<file path="src/rtl/seg7_mmio_conv_pkg.sv">
// Shared constants, FSM encoding and the byte-merge helper for the 7-seg MMIO front end.
package seg7_pkg;
  localparam logic        ADDR_DATA   = 1'b0;
  localparam logic        ADDR_CTRL   = 1'b1;
  localparam logic        MODE_HEX    = 1'b0;
  localparam logic        MODE_DEC    = 1'b1;
  localparam logic [31:0] OVF_PATTERN = 32'hEEEE_EEEE;
  localparam int          BUS_W       = 32;
  localparam int          BE_W        = BUS_W / 8;

  typedef enum logic [1:0] {
    ST_IDLE = 2'd0,
    ST_CONV = 2'd1,
    ST_DONE = 2'd2
  } state_t;

  function automatic logic [BUS_W-1:0] merge_bytes(input logic [BUS_W-1:0] old_val,
                                                   input logic [BUS_W-1:0] new_val,
                                                   input logic [BE_W-1:0]  be);
    logic [BUS_W-1:0] res;
    res = old_val;
    for (int i = 0; i < BE_W; i++)
      if (be[i]) res[8*i +: 8] = new_val[8*i +: 8];
    return res;
  endfunction
endpackage

</file>
<file path="src/rtl/seg7_mmio_conv_if.sv">
// CPU bus view of the display front end: write strobe/address/byte enables/data and registered read data.
interface seg7_mmio_conv_if;
  import seg7_pkg::*;
  logic                we;
  logic                addr;
  logic [BE_W-1:0]     be;
  logic [BUS_W-1:0]    wdata;
  logic [BUS_W-1:0]    rdata;

  modport master (output we, output addr, output be, output wdata, input  rdata);
  modport slave  (input  we, input  addr, input  be, input  wdata, output rdata);
endinterface

</file>
<file path="src/rtl/seg7_mmio_conv_bcd_add3_stage.sv">
// One double-dabble correction step: every BCD digit >= 5 gets +3 before the next left shift.
module bcd_add3_stage #(
  parameter int DIGITS = 10
) (
  input  logic [DIGITS*4-1:0] bcd_in,
  output logic [DIGITS*4-1:0] bcd_out
);
  for (genvar g = 0; g < DIGITS; g++) begin : g_digit
    assign bcd_out[4*g +: 4] = (bcd_in[4*g +: 4] >= 4'd5) ? bcd_in[4*g +: 4] + 4'd3
                                                          : bcd_in[4*g +: 4];
  end
endmodule

</file>
<file path="src/rtl/seg7_mmio_conv.sv">
// Memory-mapped DATA/CTRL registers feeding the 7-seg scanner; HEX passthrough or
// iterative binary-to-BCD conversion (one bit per clock) in DEC mode.
module seg7_mmio_conv
  import seg7_pkg::*;
#(
  parameter int BIN_W  = 32,
  parameter int DIGITS = 10
) (
  input  logic              CLK,
  input  logic              RST_N,
  seg7_mmio_conv_if.slave   bus,
  output logic              busy,
  output logic [31:0]       displayData
);
  localparam int CNT_W = $clog2(BIN_W);
  localparam int BCD_W = DIGITS * 4;

  state_t             state_q, state_d;
  logic [BIN_W-1:0]   data_q,  data_d;
  logic               mode_q,  mode_d;
  logic               ovf_q,   ovf_d;
  logic               busy_q,  busy_d;
  logic [31:0]        disp_q,  disp_d;
  logic [BIN_W-1:0]   shift_q, shift_d;
  logic [BCD_W-1:0]   bcd_q,   bcd_d;
  logic [CNT_W-1:0]   cnt_q,   cnt_d;
  logic [BUS_W-1:0]   rdata_d;

  logic [BCD_W-1:0]       corr;
  logic [BCD_W+BIN_W-1:0] sh;
  logic                   wr_data, wr_ctrl, trigger;

  bcd_add3_stage #(.DIGITS(DIGITS)) u_add3 (
    .bcd_in  (bcd_q),
    .bcd_out (corr)
  );

  // Corrected BCD and the remaining binary shift as one register pair.
  assign sh = {corr, shift_q} << 1;

  assign wr_data = bus.we && (bus.addr == ADDR_DATA);
  assign wr_ctrl = bus.we && (bus.addr == ADDR_CTRL);

  always_comb begin
    data_d  = data_q;
    mode_d  = mode_q;
    ovf_d   = ovf_q;
    busy_d  = busy_q;
    disp_d  = disp_q;
    state_d = state_q;
    shift_d = shift_q;
    bcd_d   = bcd_q;
    cnt_d   = cnt_q;
    trigger = 1'b0;

    if (wr_data) data_d = merge_bytes(data_q, bus.wdata, bus.be);
    if (wr_ctrl) mode_d = bus.wdata[0];

    // A mode re-write to DEC is not a trigger; only a HEX->DEC change or new data is.
    trigger = (mode_d == MODE_DEC) && (wr_data || (wr_ctrl && mode_q == MODE_HEX));

    if (mode_d == MODE_HEX) begin
      state_d = ST_IDLE;
      busy_d  = 1'b0;
      ovf_d   = 1'b0;
      disp_d  = data_d;
    end else if (trigger) begin
      shift_d = data_d;
      bcd_d   = '0;
      cnt_d   = '0;
      state_d = ST_CONV;
      busy_d  = 1'b1;
    end else begin
      case (state_q)
        ST_CONV: begin
          bcd_d   = sh[BCD_W+BIN_W-1:BIN_W];
          shift_d = sh[BIN_W-1:0];
          if (cnt_q == CNT_W'(BIN_W-1)) begin
            cnt_d   = '0;
            state_d = ST_DONE;
          end else begin
            cnt_d   = cnt_q + CNT_W'(1);
          end
        end
        ST_DONE: begin
          if (|bcd_q[BCD_W-1:32]) begin
            ovf_d  = 1'b1;
            disp_d = OVF_PATTERN;
          end else begin
            ovf_d  = 1'b0;
            disp_d = bcd_q[31:0];
          end
          state_d = ST_IDLE;
          busy_d  = 1'b0;
        end
        default: ;
      endcase
    end
  end

  // Read mux looks at register state before this edge's write.
  assign rdata_d = (bus.addr == ADDR_CTRL) ? {{(BUS_W-3){1'b0}}, busy_q, ovf_q, mode_q}
                                           : data_q;

  always_ff @(posedge CLK or negedge RST_N) begin
    if (!RST_N) begin
      state_q   <= ST_IDLE;
      data_q    <= '0;
      mode_q    <= MODE_HEX;
      ovf_q     <= 1'b0;
      busy_q    <= 1'b0;
      disp_q    <= '0;
      shift_q   <= '0;
      bcd_q     <= '0;
      cnt_q     <= '0;
      bus.rdata <= '0;
    end else begin
      state_q   <= state_d;
      data_q    <= data_d;
      mode_q    <= mode_d;
      ovf_q     <= ovf_d;
      busy_q    <= busy_d;
      disp_q    <= disp_d;
      shift_q   <= shift_d;
      bcd_q     <= bcd_d;
      cnt_q     <= cnt_d;
      bus.rdata <= rdata_d;
    end
  end

  assign busy        = busy_q;
  assign displayData = disp_q;
endmodule

</file>
<file path="src/flat_wrapper.sv">
// flat-port wrapper written by rule: the top's interface ports become plain ports
module seg7_mmio_conv_flat import seg7_pkg::*;
#(
  parameter int BIN_W  = 32,
  parameter int DIGITS = 10
)
  (CLK, RST_N, busy, displayData, bus_we, bus_addr, bus_be, bus_wdata, bus_rdata);
  seg7_mmio_conv_if bus_i ();
  input  logic CLK;
  input  logic RST_N;
  output logic busy;
  output logic [31:0] displayData;
  input wire logic [$bits(bus_i.we)-1:0] bus_we;
  input wire logic [$bits(bus_i.addr)-1:0] bus_addr;
  input wire logic [$bits(bus_i.be)-1:0] bus_be;
  input wire logic [$bits(bus_i.wdata)-1:0] bus_wdata;
  output wire logic [$bits(bus_i.rdata)-1:0] bus_rdata;
  assign bus_i.we = bus_we;
  assign bus_i.addr = bus_addr;
  assign bus_i.be = bus_be;
  assign bus_i.wdata = bus_wdata;
  assign bus_rdata = bus_i.rdata;
  seg7_mmio_conv #(.BIN_W(BIN_W), .DIGITS(DIGITS)) u_core (.CLK(CLK), .RST_N(RST_N), .bus(bus_i), .busy(busy), .displayData(displayData));
endmodule
</file>
<file path="config.mk">
export PLATFORM = sky130hd
export DESIGN_NAME = seg7_mmio_conv_flat
export DESIGN_NICKNAME = d
export VERILOG_FILES = /design/src/rtl/seg7_mmio_conv_pkg.sv /design/src/rtl/seg7_mmio_conv_if.sv /design/src/rtl/seg7_mmio_conv_bcd_add3_stage.sv /design/src/rtl/seg7_mmio_conv.sv /design/src/flat_wrapper.sv
export SDC_FILE = /design/constraint.sdc
export NUM_CORES = 1
export LEC_CHECK = 0
export ABC_AREA = 0
export CORE_UTILIZATION = 45
export CTS_BUF_LIST = sky130_fd_sc_hd__clkbuf_4
export DETAILED_ROUTE_END_ITERATION = 8
export PLACE_DENSITY = 0.76
export SLEW_MARGIN = 20
export SYNTH_ARGS = -nofsm -noshare
export SYNTH_HDL_FRONTEND = slang
export SYNTH_SLANG_ARGS = --single-unit
</file>
<file path="constraint.sdc">
create_clock -name CLK -period 3 [get_ports CLK]
set_input_delay 0.3 -clock CLK [delete_from_list [all_inputs] [get_ports CLK]]
set_output_delay 0.3 -clock CLK [all_outputs]
set_load 0.005 [all_outputs]
</file>
==> results.json, run 1 <==
{
  "firstDrtPassIters": 5,
  "synth_top_area_cell": "dfrtp_1",
  "clkPwrFrac": 0.223,
  "cts_tree": "done",
  "rows": 48,
  "synth_seq_cells": 178,
  "gp_congestion": 0.7856,
  "hold_slack_ps": 230.3,
  "cts_root_buf": "clkbuf_4",
  "antenna_found_initial": 0,
  "max_freq_ghz": 0.4554,
  "synth_area_per_cell_sq_um": 11.40,
  "drive_above_1_share": 0.1146,
  "intPower_mw": 4.343,
  "fin_crit_ps": 2196,
  "r2r_start": "u_core.state_q[0]$_DFFE_PN0P_",
  "drt_iter0_drc": 451,
  "syn_to_final_growth_pct": 18.95,
  "end_kind": "flop",
  "grt_max_degree": 79,
  "critPathLaunchType": "flop",
  "vdd_drop_max_mv": 0.2766,
  "cts_buffers": 17,
  "final_cell_mix": "dfrtp_1 (178), clkdlybuf4s50_1 (103), nand2_1 (67)",
  "power.leakage_nw": 4.195,
  "htree_levels": 4,
  "required_ps": 3480,
  "slew_headroom": 0.3854,
  "layout.nets": 882,
  "fin_area_sq_mm": 0.009708,
  "hpwl_um": 12900,
  "grt_usage": 0.2109,
  "grt_first_pass_wirelength_um": 30060,
  "syn_inst": 716,
  "grt_overflow": 0,
  "synth_area_sq_mm": 0.008162,
  "final_util": 0.5555,
  "die-area_sq_mm": 0.01868,
  "drcViolationCount": 0,
  "place_ws_ps": 423.8,
  "yosys-top-cells-area": "dfrtp_1 (55%), mux2i_1 (5.0%), mux2_2 (4.7%), ha_1 (3.8%), nand2_1 (3.1%)",
  "final.period_utilization": 0.7320,
  "reg2reg_depth": 7,
  "die_x_um": 136.7,
  "cts_max_path_buffers": 2,
  "yosys_most_used_dff": "dfrtp_1",
  "reg2reg_to": "u_core.displayData[11]$_DFFE_PN0P_",
  "clock-sinks": 178,
  "timing_hold_violations_final": 0,
  "fin_tns_setup_ps": 0,
  "grt_pass1_vias": 5748,
  "min_path_type": "in2async",
  "p_switching_mw": 1.855,
  "vias": 5912,
  "seqPwrFrac": 0.515,
  "p_sw_frac": 0.2992,
  "start_util": 0.4670,
  "post_dp_cell_area_sq_mm": 0.009409,
  "fin_ws_ps": 804.0,
  "async_flop_share": 1.000,
  "numPortBuffers": 104,
  "powerDensity_mw_per_mm2": 638.4,
  "routedWlPerCell_um": 17.55,
  "maxCapViolations": 0,
  "clk_latency_ps": 580,
  "synth_fp_nets": 781,
  "crit_type": "reg2reg",
  "wirelength_um": 18490,
  "status": "complete, no violations",
  "synth_edf_count": 0,
  "ys_warn_count": 0,
  "power_frac_comb": 0.262,
  "yosysUniqueCellTypes": 50,
  "r2r_slack_ps": 800,
  "num_io_pins": 105,
  "final_common_cell": "dfrtp_1",
  "tightest_slew_ps": 917.5,
  "core_area_sq_mm": 0.01748,
  "slew_viol_final": 0,
  "cp_data_arrival_time_ps": 2680,
  "grt_setup_unrepaired": "no",
  "path_clk_slew_ps": 130,
  "setup-violations-final": 0,
  "viasPerCell": 5.609,
  "postRouteAntennaNets": 0,
  "die_h_um": 136.7,
  "seq_area_frac_synth": 0.5458,
  "num_antenna_cells": 0,
  "worstPathMaxFanout": 34,
  "finClkSkew_ps": 13.81,
  "synth_top_area_share": 0.5458
}
[cells in the mapped netlist (11+ instances only)]
cell type,number
xnor2_1,11
nor2b_1,30
buf_2,20
nor3_1,24
a21oi_1,22
mux2i_1,41
a22o_1,13
dfrtp_1,178
nand2_1,67
o22ai_1,19
inv_1,27
o31ai_1,25
mux2_2,34
nor2_1,27
nand2b_1,12
ha_1,25
o21ai_0,43
[how the worst max path moves through the flow]
stage / from / end / slack (ps)
floorplan: u_core.bcd_q[36]$_DFFE_PN0P_ / u_core.displayData[5]$_DFFE_PN0P_ / 1370
global placement: bus_we / u_core.cnt_q[0]$_DFFE_PN0P_ / 400
detailed placement: bus_wdata[0] / u_core.bcd_q[4]$_DFFE_PN0P_ / 420
CTS: u_core.state_q[0]$_DFFE_PN0P_ / u_core.displayData[11]$_DFFE_PN0P_ / 830
global route: u_core.state_q[0]$_DFFE_PN0P_ / u_core.displayData[10]$_DFFE_PN0P_ / 640
finish: u_core.state_q[0]$_DFFE_PN0P_ / u_core.displayData[11]$_DFFE_PN0P_ / 800
[repair_timing]
action / 4_1_cts / 5_1_grt
hold buffers: 1 / 0
hold endpoints to repair: 52 / 0
gates resized for setup: 0 / 0
setup buffers: 0 / 0
setup endpoints to repair: 0 / 0
[sequential cells by signal (all words and copies together), names as in the netlist, 2 cells and up]
register	cells
u_core.state_q	2
u_core.shift_q	32
u_core.data_q	32
u_core.displayData	32
u_core.bcd_q	40
u_core.cnt_q	5
u_core.bus.rdata	32
[layout make-up]
cell class | count | area, sq um
fill | 1467 | 7769
multi-input combinational | 469 | 3376
inverter | 28 | 107.6
sequential | 178 | 4454
clock inverter | 11 | 138.9
tap | 225 | 281.5
clock buffer | 20 | 150.1
timing repair buffer | 123 | 1200
[critical path: stages (launching register included)]
cell and delay (ps):
dfrtp_1 380, inv_1 60, ha_1 220, nand2b_1 200, o211ai_4 740, buf_4 330
nand2_1 70, o31ai_1 70
[cell families (layout without fill, tap and decap cells)]
group | count (synthesis) | after routing | synth area share
xor gates and xnor gates | 11 | 11 | 0.01180
AOI/OAI and AO/OA | 167 | 167 | 0.1386
adders and majority gates | 25 | 25 | 0.03833
and+or+nand+nor | 190 | 190 | 0.1236
DFF | 178 | 178 | 0.5458
muxes | 76 | 76 | 0.09995
buffers and inverters | 69 | 182 | 0.04201
[per-stage QoR]
| stage | total power [mW] | instances |
|---|---|---|
| after CTS | 6.240 | 1054 |
| after floorplan | 4.006 | 716 |
| after global routing | 6.536 | 1054 |
| final | 6.197 | 1054 |
| after global placement | 4.812 | 1022 |
| after detailed placement | 4.863 | 1022 |
[power by group through the flow]
stage                     Sequential [mW]  Combinational, mW  Clock (mW)
after floorplan                      3.15              0.852           0
after global placement               3.23               1.58           0
after detailed placement             3.23               1.63           0
after CTS                            3.19               1.64        1.41
after global routing                 3.24               1.79        1.51
final                                3.19               1.63        1.38
[per-layer routing]
layer,part of all wire,track usage
met1,0.47,0.2952
met3,0.049,0.03926
met2,0.47,0.3297
met5,0,0
met4,0.014,0.06975
(Power assumes the default switching activity.)
==> run 2: changes to the inputs <==
--- a/config.mk
+++ b/config.mk
@@ -9,7 +9,7 @@
 export CORE_UTILIZATION = 45
 export CTS_BUF_LIST = sky130_fd_sc_hd__clkbuf_4
 export DETAILED_ROUTE_END_ITERATION = 8
-export PLACE_DENSITY = 0.76
+export PLACE_DENSITY = 0.79
 export SLEW_MARGIN = 20
 export SYNTH_ARGS = -nofsm -noshare
 export SYNTH_HDL_FRONTEND = slang
==> constraint.sdc (replaced) <==
create_clock -name CLK -period 1.8 [get_ports CLK]
set_input_delay 0.18 -clock CLK [delete_from_list [all_inputs] [get_ports CLK]]
set_output_delay 0.18 -clock CLK [all_outputs]
set_load 0.005 [all_outputs]
==> run 2 against run 1 <==
Die area unchanged. Final cell count up 3.8%. Total power up 68%. Clock power up 55%. Flip-flop and latch count unchanged. First-iteration DRC count up 2.9%. Clock skew up 7.6 ps. Via count up 0.46%.
==> results.json, run 2 (same netlist as run 1, synthesis figures left out) <==
{
  "place_ws_ps": -142.7,
  "crit_slowest_cell": "clkdlybuf4s50_1",
  "postRouteAntennaNets": 0,
  "final.period_utilization": 0.9682,
  "power.leakage_nw": 4.504,
  "dp.cells": 1055,
  "cts_root_buf": "clkbuf_4",
  "final_common_cell": "dfrtp_1",
  "maxCapViolations": 0,
  "numPortBuffers": 104,
  "powerDensity_mw_per_mm2": 1022,
  "cp_cell_sequence": "clkdlybuf4s50_1",
  "timing_hold_violations_final": 0,
  "final_util": 0.5830,
  "largest_register": "u_core.bcd_q",
  "end_kind": "output pin",
  "tightest_slew_ps": 523.2,
  "finClkSkew_ps": 21.42,
  "finalNonFillerCells": 1094,
  "routedWlPerCell_um": 17.18,
  "required_ps": 1620,
  "start_util": 0.4670,
  "cts_tree": "done",
  "slew_viol_final": 0,
  "drcViolationCount": 0,
  "vias": 5939,
  "num_io_pins": 105,
  "slowest_delay_ps": 540,
  "reg2reg_depth": 7,
  "grt_max_degree": 77,
  "status": "complete, no violations",
  "cp_data_arrival_time_ps": 1560,
  "fin_crit_ps": 1743,
  "firstDrtPassIters": 5,
  "critPathLaunchType": "flop",
  "syn_to_final_growth_pct": 24.83,
  "hpwl_um": 13240,
  "largest_register_ff_count": 40,
  "final_cell_mix": "dfrtp_1 (178), clkdlybuf4s50_1 (96), nand2_1 (67)",
  "setup-violations-final": 0,
  "grt_overflow": 0,
  "grt_pass1_vias": 5827,
  "path_delay_family": "buffers and inverters",
  "cts_max_path_buffers": 2,
  "grt_first_pass_wirelength_um": 29790,
  "htree_levels": 4,
  "crit_type": "reg2out",
  "fin_ws_ps": 57.32,
  "antenna_found_initial": 1,
  "cts_buffers": 17,
  "drive_above_1_share": 0.1624,
  "path_buf_inv": 1,
  "path_clk_slew_ps": 150,
  "max_freq_ghz": 0.5738,
  "gp_congestion": 0.8220,
  "grt_usage": 0.2098,
  "die_h_um": 136.7,
  "path_depth": 1,
  "clock-sinks": 178,
  "clk_latency_ps": 610,
  "power_mw": 10.41,
  "die_x_um": 136.7,
  "die-area_sq_mm": 0.01868,
  "viasPerCell": 5.429,
  "wirelength_um": 18800,
  "worstPathMaxFanout": 3,
  "rows": 48,
  "drt_iter0_drc": 464,
  "layout.nets": 920,
  "vdd_drop_max_mv": 0.4521,
  "slew_headroom": 0.6512,
  "core_area_sq_mm": 0.01748,
  "min_path_type": "in2async"
}
## run 2: repair_timing
action,4_1_cts,5_1_grt
endpoints found under the setup margin,2,51
hold endpoints to repair,178,0
pin swaps,0,2
buffers inserted,0,3
gates resized for setup,2,12
hold buffers,1,0
cloned,0,2
## run 2: worst paths after layout
check | start | to | slack [ps]
worst max-delay path | u_core.busy$_DFFE_PN0P_ | busy | 60
worst min-delay path | RST_N | u_core.bcd_q[3]$_DFFE_PN0P_ | 110
worst max register to register | u_core.state_q[1]$_DFFE_PN0P_ | u_core.bcd_q[15]$_DFFE_PN0P_ | 100
worst min register to register | u_core.ovf_q$_DFFE_PN0P_ | u_core.ovf_q$_DFFE_PN0P_ | 500
max in group asynchronous | RST_N | u_core.bus.rdata[14]$_DFF_PN0_ | 1210
min in group CLK | bus_wdata[27] | u_core.data_q[27]$_DFF_PN0_ | 220
## run 2: routing by layer
metal	vias up	track usage	part of all wire	routed length (um)
li1	2836	-	-	-
met1	2942	0.2895	0.47	8743
met2	142	0.3333	0.48	9055
met3	19	0.04148	0.042	782
met4	0	0.06420	0.012	218
met5	-	0	0	0
## run 2: power breakdown
group / internal [mW] / switching [mW]
clock network: 0.694 / 1.45
logic: 1.62 / 1.31
registers: 4.81 / 0.531
## run 2: final cells by class
type,count,area [sq um]
Fill cell,1414,7288
Sequential cell,178,4454
Multi-Input combinational cell,469,3411
Timing Repair Buffer,161,1672
Tap cell,225,281.5
Clock inverter,15,132.6
Clock buffer,17,127.6
Inverter,28,107.6
Antenna cell,1,2.502
## run 2: metrics by stage
step / hold WS (ps) / TNS, ps / cell area (sq um)
final: 108.9 / 0 / 10190
after global routing: 117.8 / -5.084 / 10190
after CTS: 96.18 / 0 / 10050
after detailed placement: 209.0 / -2927 / 9779
after global placement: 210.2 / -1149 / 9779
after floorplan: -115.6 / 0 / 8162
==> run 3: changes to the inputs <==
--- a/config.mk
+++ b/config.mk
@@ -6,6 +6,7 @@
 export NUM_CORES = 1
 export LEC_CHECK = 0
 export ABC_AREA = 0
+export ABC_CLOCK_PERIOD_IN_PS = 1800
 export CORE_UTILIZATION = 45
 export CTS_BUF_LIST = sky130_fd_sc_hd__clkbuf_4
 export DETAILED_ROUTE_END_ITERATION = 8
==> results of run 3 <==
Same layout as run 2: the final DEF is identical, and so are final timing and power.
